--- src/rtl/mriscv_pkg.sv ---
// Shared mriscv definitions: access-size encodings, memory-stage states and
// the default bus-timeout limit.
package mriscv_pkg;

    localparam logic [1:0] SZ_B = 2'b00;
    localparam logic [1:0] SZ_H = 2'b01;
    localparam logic [1:0] SZ_W = 2'b10;

    localparam int MAX_WAIT_DEFAULT = 255;

    typedef enum logic {
        ST_IDLE = 1'b0,
        ST_BUS  = 1'b1
    } state_t;

endpackage

--- src/rtl/mem_align.sv ---
// Byte-lane helper for the memory stage: store strobes, lane replication,
// misalignment detection and load extraction with sign/zero extension.
module mem_align
    import mriscv_pkg::*;
(
    input  logic [1:0]  st_off,
    input  logic [1:0]  st_size,
    input  logic [31:0] st_data,
    output logic [3:0]  st_strb,
    output logic [31:0] st_wdata,
    output logic        misaligned,
    input  logic [1:0]  ld_off,
    input  logic [1:0]  ld_size,
    input  logic        ld_unsigned,
    input  logic [31:0] ld_rdata,
    output logic [31:0] ld_data
);

    // Move the field to the top of the word, then shift back down so the
    // arithmetic shift supplies the sign bits.
    function automatic logic [31:0] extend(input logic [31:0] v, input logic [1:0] sz,
                                           input logic uns);
        logic        [4:0]  sh;
        logic signed [31:0] s;
        sh = (sz == SZ_B) ? 5'd24 : (sz == SZ_H) ? 5'd16 : 5'd0;
        s  = signed'(v << sh);
        return uns ? (unsigned'(s) >> sh) : unsigned'(s >>> sh);
    endfunction

    always_comb begin
        st_strb    = 4'b0000;
        st_wdata   = st_data;
        misaligned = 1'b0;
        case (st_size)
            SZ_B: begin
                st_strb  = 4'b0001 << st_off;
                st_wdata = {4{st_data[7:0]}};
            end
            SZ_H: begin
                st_strb    = 4'b0011 << st_off;
                st_wdata   = {2{st_data[15:0]}};
                misaligned = st_off[0];
            end
            SZ_W: begin
                st_strb    = 4'b1111;
                misaligned = |st_off;
            end
            default: misaligned = 1'b1;
        endcase
        ld_data = extend(ld_rdata >> {ld_off, 3'b000}, ld_size, ld_unsigned);
    end

endmodule

--- src/rtl/mem_access.sv ---
// mriscv memory-access stage: issues loads/stores on the valid/ready data bus
// and hands one result pulse per instruction to write-back.
module mem_access
    import mriscv_pkg::*;
#(
    parameter int MAX_WAIT = MAX_WAIT_DEFAULT
) (
    input  logic        clk,
    input  logic        resetn,
    input  logic        in_valid,
    output logic        in_ready,
    input  logic [31:0] alu_result,
    input  logic [31:0] rs2_data,
    input  logic [4:0]  in_dest,
    input  logic [31:0] in_next_pc,
    input  logic        is_load,
    input  logic        is_store,
    input  logic [1:0]  size,
    input  logic        is_unsigned,
    output logic        mem_valid,
    input  logic        mem_ready,
    output logic [31:0] mem_addr,
    output logic [31:0] mem_wdata,
    output logic [3:0]  mem_wstrb,
    input  logic [31:0] mem_rdata,
    output logic        out_valid,
    output logic [31:0] result,
    output logic [4:0]  dest,
    output logic [31:0] next_pc,
    output logic        trap_misaligned,
    output logic        trap_bus_err
);

    localparam logic [8:0] WAIT_LIMIT = 9'(MAX_WAIT);

    state_t      state;
    logic [7:0]  wait_cnt;
    logic [8:0]  wait_nxt;
    logic        op_load;
    logic        op_unsigned;
    logic [1:0]  op_off;
    logic [1:0]  op_size;
    logic [4:0]  op_dest;
    logic [31:0] op_pc;
    logic [3:0]  st_strb;
    logic [31:0] st_wdata;
    logic        misaligned;
    logic [31:0] ld_data;

    assign in_ready = (state == ST_IDLE);
    assign wait_nxt = {1'b0, wait_cnt} + 9'd1;

    mem_align u_align (
        .st_off      (alu_result[1:0]),
        .st_size     (size),
        .st_data     (rs2_data),
        .st_strb     (st_strb),
        .st_wdata    (st_wdata),
        .misaligned  (misaligned),
        .ld_off      (op_off),
        .ld_size     (op_size),
        .ld_unsigned (op_unsigned),
        .ld_rdata    (mem_rdata),
        .ld_data     (ld_data)
    );

    always_ff @(posedge clk or negedge resetn) begin
        if (!resetn) begin
            state           <= ST_IDLE;
            wait_cnt        <= '0;
            op_load         <= 1'b0;
            op_unsigned     <= 1'b0;
            op_off          <= '0;
            op_size         <= '0;
            op_dest         <= '0;
            op_pc           <= '0;
            mem_valid       <= 1'b0;
            mem_addr        <= '0;
            mem_wdata       <= '0;
            mem_wstrb       <= '0;
            out_valid       <= 1'b0;
            result          <= '0;
            dest            <= '0;
            next_pc         <= '0;
            trap_misaligned <= 1'b0;
            trap_bus_err    <= 1'b0;
        end else begin
            out_valid <= 1'b0;
            case (state)
                ST_IDLE: if (in_valid) begin
                    if (!(is_load || is_store) || misaligned) begin
                        out_valid       <= 1'b1;
                        result          <= misaligned && (is_load || is_store) ? '0 : alu_result;
                        dest            <= misaligned && (is_load || is_store) ? '0 : in_dest;
                        next_pc         <= in_next_pc;
                        trap_misaligned <= misaligned && (is_load || is_store);
                        trap_bus_err    <= 1'b0;
                    end else begin
                        mem_valid   <= 1'b1;
                        mem_addr    <= {alu_result[31:2], 2'b00};
                        mem_wdata   <= st_wdata;
                        mem_wstrb   <= is_load ? 4'b0000 : st_strb;
                        op_load     <= is_load;
                        op_unsigned <= is_unsigned;
                        op_off      <= alu_result[1:0];
                        op_size     <= size;
                        op_dest     <= in_dest;
                        op_pc       <= in_next_pc;
                        wait_cnt    <= '0;
                        state       <= ST_BUS;
                    end
                end
                ST_BUS: begin
                    // A ready on the limit cycle still completes normally.
                    if (mem_ready || wait_nxt == WAIT_LIMIT) begin
                        mem_valid       <= 1'b0;
                        out_valid       <= 1'b1;
                        result          <= (mem_ready && op_load) ? ld_data : '0;
                        dest            <= (mem_ready && op_load) ? op_dest : '0;
                        next_pc         <= op_pc;
                        trap_misaligned <= 1'b0;
                        trap_bus_err    <= !mem_ready;
                        state           <= ST_IDLE;
                    end else begin
                        wait_cnt <= wait_nxt[7:0];
                    end
                end
                default: state <= ST_IDLE;
            endcase
        end
    end

endmodule

--- config.mk ---
export PLATFORM = sky130hd
export DESIGN_NAME = mem_access
export DESIGN_NICKNAME = d
export VERILOG_FILES = /design/src/rtl/mriscv_pkg.sv /design/src/rtl/mem_align.sv /design/src/rtl/mem_access.sv
export SDC_FILE = /design/constraint.sdc
export NUM_CORES = 1
export LEC_CHECK = 0
export ABC_AREA = 1
export CORE_MARGIN = 10
export CORE_UTILIZATION = 45
export CTS_CLUSTER_SIZE = 16
export DETAILED_ROUTE_END_ITERATION = 8
export GPL_ROUTABILITY_DRIVEN = 1
export PLACE_DENSITY_LB_ADDON = 0.15
export SYNTH_ARGS = -nofsm -noshare
export SYNTH_HDL_FRONTEND = slang
export SYNTH_SLANG_ARGS = --single-unit
--- constraint.sdc ---
create_clock -name clk -period 2.1 [get_ports clk]
set_clock_uncertainty 0.2 [all_clocks]
set_input_delay 0.42 -clock clk [delete_from_list [all_inputs] [get_ports clk]]
set_output_delay 0.42 -clock clk [all_outputs]
set_load 0.01 [all_outputs]
After elaboration in Yosys (flattened, before gate mapping)
Index checks and enable logic that the tools add are counted.

Bits in read-only memories: 0. Bits of input ports: 142. Logic and storage cells: 96. Memories kept: 0. Memory bits (writable): 0. Output and inout port bits: 142. Register bits: 191. Bits in latches: 0.

Shift-type cells: 6. Bitwise gates (word level): 2. Multiply operators: 0. $lt $le $gt $ge: 0. Divide/modulo/power cells: 0. Eq/ne operators: 9. Reduce and logical (&&, ||, !) cells: 14. Multiplexer cells: 46. Add/subtract/negate cells: 1.

Operators by type and width (number): 32-bit 2-to-1 mux (9); 32-bit one-hot mux with 2 select lines (3); 32-bit by 5-bit right shift with 32-bit output (2); 5-bit 2-to-1 mux (7); 32-bit by 5-bit left shift with 32-bit output (1); 32-bit by 5-bit >>> shifter with 32-bit output (1); 8-bit 2-to-1 mux (3); 8-bit one-hot mux with 2 select lines (1); 1-bit 2-to-1 mux (14); 4-bit one-hot mux with 3 select lines (1); 3-bit AND reduction (4); 1-bit one-hot mux with 2 select lines (5); 5-bit one-hot mux with 2 select lines (1); 8-bit by 1-bit adder with 9-bit output (second input constant) (1); 9-bit by 8-bit equality test with 1-bit output (second input constant) (1); 2-bit != test (second input constant) (3); 2-bit by 1-bit equality test with 1-bit output (second input constant) (2); 2-bit logical NOT (2); 4-bit 2-to-1 mux (1); 2-bit by 1-bit != test with 1-bit output (second input constant) (2); 1-bit by 2-bit left shift with 4-bit output (first input constant) (1); 2-bit by 2-bit left shift with 4-bit output (first input constant) (1); 1-bit logical OR (3); 1-bit one-hot mux with 3 select lines (1); other kinds (5) (8).

Logic depth before layout (Yosys ltp)
Depth in word-level cells: 9. Mapped depth: 13. Depth with buffers taken out: 11.

By module
A second synthesis with hierarchy kept.

Cells, all modules: 1308. Area total of the unflattened synthesis: 10045.9 um^2.

Modules (own cells, without submodules): mem_access (area an instance 8724.6 um^2, instances 1, cells an instance 1036); mem_align (area an instance 1321.3 um^2, instances 1, cells an instance 272).

Least setup slack after synthesis
No wires, ideal clock.

Path kind: reg2reg. Start: register wait_cnt[0]. End: register trap_bus_err. Data arrival time: 1.664 ns. Slack: 0.170 ns. Data required time: 1.834 ns. Cell stages (with the launch flop): 11. Path buffers: 2. Period minus slack after synthesis: 1.930 ns. Cell sequence: dfrtp_1 > ha_1 > xor2_1 > nand3_1 > nor2_2 > nand3_4 > nand2_4 > buf_8 > buf_6 > nand3_1 > nand2_1.

Cells in the longest elaborated chain, start to end: 5.

Ends and longest elaborated chain: from (decl) (RTL line mem_access.sv:37) `logic [7:0] wait_cnt;`; from (signal assigned) (RTL line mem_access.sv:125) `wait_cnt <= wait_nxt[7:0];`; 8-bit by 1-bit adder with 9-bit output (RTL line mem_access.sv:51) `assign wait_nxt = {1'b0, wait_cnt} + 9'd1;`; 9-bit by 8-bit equality test with 1-bit output (RTL line mem_access.sv:115) `if (mem_ready || wait_nxt == WAIT_LIMIT) begin`; 1-bit logical OR (RTL line mem_access.sv:115); 2-bit by 1-bit != test with 1-bit output (no source line); 3-bit AND reduction (no source line); to (signal assigned) (RTL line mem_access.sv:122) `trap_bus_err <= !mem_ready;`; to (decl) (RTL line mem_access.sv:31) `output logic trap_bus_err`.

Every way passes these cells. A chain may end at the register's enable or synchronous reset.

Final worst setup path
Start: register wait_cnt[1]. End: register result[31].

Cells in the longest elaborated chain, start to end: 5.

Ends and longest elaborated chain: 8-bit by 1-bit adder with 9-bit output (RTL line mem_access.sv:51); 9-bit by 8-bit equality test with 1-bit output (RTL line mem_access.sv:115); 1-bit logical OR (RTL line mem_access.sv:115); 2-bit by 1-bit != test with 1-bit output (no source line); 3-bit AND reduction (no source line); to (signal assigned) (RTL line mem_access.sv:93) `result <= misaligned && (is_load || is_store) ? '0 : alu_result;`; to (signal assigned) (RTL line mem_access.sv:118) `result <= (mem_ready && op_load) ? ld_data : '0;`; to (decl) (RTL line mem_access.sv:27) `output logic [31:0] result,`.

Every way passes these cells.

==> results.ini <==
[die]
die_x_um=166
fp-row-count=53
die_h_um=166
core_area_um2=21000
num_io_pins=284
dieArea_um2=27600
start_util_pct=45.6

[sta]
setup_viol_count_final=0
fmax_mhz=488
min_period_over_period_pct=97.5
slew_violations=0
rsz0062_at_grt=true
finalHoldViolations=0
timing.final.crit_period_ns=2.05
worstMarginPinSlew_ns=0.551
fin_hold_ws_ns=0.267
relSlewSlack_pct=63.3
tns_ns=0

[power_and_ir_drop]
p_leak_nw=7.05
p_per_area_nw_per_um2=956
ir_drop_uv=610
power_mw=13.5

[hold_path]
holdCritPathClass=in -> async

[placement]
portBuffers=281
gp_congestion=0.940
dpl_cell_area_um2=13100
hpwl_mm=24.2

[layout]
postLayoutCoreUtil_pct=67.1
fill_cells=1782
nNetsFinal=1744
layout_common_cells=nand2_1 (606), clkdlybuf4s50_1 (278), dfrtp_1 (189), nand3_1 (125), o21ai_0 (105)
final_common_cell=nand2_1
area_delta_synth_final_pct=47.1
final_design_area_no_fill_um2=14100
drive_gt1_share_pct=10.7

[setup_path]
cp_common_cell=nand2_1
critPathTopFamily=simple AND/OR/NAND/NOR gates
required_ns=2.27
endpoint_kind=flop
crit_path_cell_trace=ha_4 > buf_4 > nand2_1 > nand2_1 > nand2_1 > nor2_4 > nand3_4 > buf_4 > a21oi_4 > buf_12 > nand2_1 > nand2_1
start_kind=flop
critPathKind=reg -> reg
slowest_stage=dfrtp_1
path_max_fanout=19
cp.buffers_inverters=3
critical_path_arrival_ns=2.22
critical-path-max-stage-delay_ns=0.42

[synth]
syn_area_per_cell_um2=7.43
yosysUniqueCellTypes=31
ys_seq_area_share_pct=49.8
synthCells=1291
syn_area_um2=9590
ys_ff_latch=191
yosysWarnings=0

[drt]
postRouteWirelength_mm=33.6
dr.pass1.iters=6
first_iter_violations=807
ant_nets=0
viasPerCell=5.08
vias=9609
wl_per_cell_um=17.7
drc=0

[global_route]
grt_overflow=0
grt_first_pass_wirelength_mm=52.6
grt_start_max_net_pins=65
grt_pass1_vias=9560
antenna_found_initial=5
grt_usage_pct=23.4

[status]
outcome=finished clean

[clock_network]
cts_made_buffers=17
clock_sinks=191
clock_latency_ns=0.44
clk_pin_slew_worst_paths_ns=0.08
cts-root-buf=clkbuf_16
htreeDepth=4
cts_tree=built
clk_path_buf_depth=2

[run]
drv_cap=0

==> state kept, by name (all words and copies together), names as in the netlist, 2 cells and up <==
register   cells
dest           5
mem_addr      30
mem_wdata     32
mem_wstrb      4
next_pc       32
op_dest        5
op_off         2
op_pc         32
op_size        2
result        32
wait_cnt       8
==> path summary, 6_finish.rpt <==
path	startpoint	endpoint	slack [ns]	depth (start not counted)
worst max-delay path	wait_cnt[1]	result[31]	0.05	12
worst min-delay path	resetn	mem_addr[2]	0.27	2
worst max register to register	wait_cnt[1]	result[31]	0.05	12
worst min register to register	next_pc[7]	next_pc[7]	0.27	2
max in group asynchronous	resetn	result[31]	0.82	3
min in group clk	next_pc[7]	next_pc[7]	0.27	2
==> synth_stat cells, drive strengths merged <==
cell,instances,share of area [%]
or2,1,0.065
clkinv,2,0.078
clkbuf,29,1.1
a21oi,37,2.0
xor2,1,0.091
ha,2,0.26
inv,58,2.3
o21ai,117,6.1
nand3,142,8.1
o31ai,2,0.16
buf,53,3.5
nor2,29,1.3
nand4,2,0.13
o21bai,1,0.078
conb,1,0.039
nand2,620,25
dfrtp,191,50
o211ai,3,0.23
==> stage by stage <==
step	setup WS, ns	std cells
after detailed placement	-0.474	1838
final	0.0517	1892
after CTS	0.0161	1877
after global placement	-0.423	1838
after floorplan	0.170	1292
after global routing	-0.0642	1892
==> final cells by class <==
class,instances,area [um2],area share (%)
flip-flops and latches,191,4780,33.9
multi-input cells,959,4280,30.4
repair buffers,371,3860,27.4
clock buffers,17,425,3.02
well taps,275,344,2.44
inverters,60,231,1.64
clock inverters,15,168,1.19
diodes,4,10.0,0.0709
==> power breakdown <==
| part | total, mW | internal (mW) | switching, mW |
|---|---|---|---|
| logic | 5.03 | 2.50 | 2.53 |
| clock network | 3.33 | 1.71 | 1.62 |
| registers | 5.13 | 4.58 | 0.550 |
==> per-layer routing <==
layer / global-route usage, % / wire length (um)
met1: 28.9 / 14000
met2: 38.4 / 16100
met3: 7.95 / 2860
met4: 6.01 / 539
met5: 0 / 17
==> cell families after synthesis <==
group                    after synthesis  synth area share, %
adder cells (fa/ha/maj)                2                0.261
XOR/XNOR                               1               0.0913
AND/OR/NAND/NOR                      794                 34.2
flip-flops                           191                 49.8
AO/OA/AOI/OAI                        160                 8.62
buffers and inverters                142                 7.00
other                                  1               0.0391
==> what timing repair did <==
action / 4_1_cts / 5_1_grt
endpoints found under the hold margin: 34 / 0
gates cloned: 2 / 4
setup buffers: 4 / 7
hold buffers: 1 / 0
gates resized for setup: 10 / 31
pin swaps: 3 / 13
endpoints found under the setup margin: 77 / 107
No activity file was read; power rests on OpenSTA's default activity.
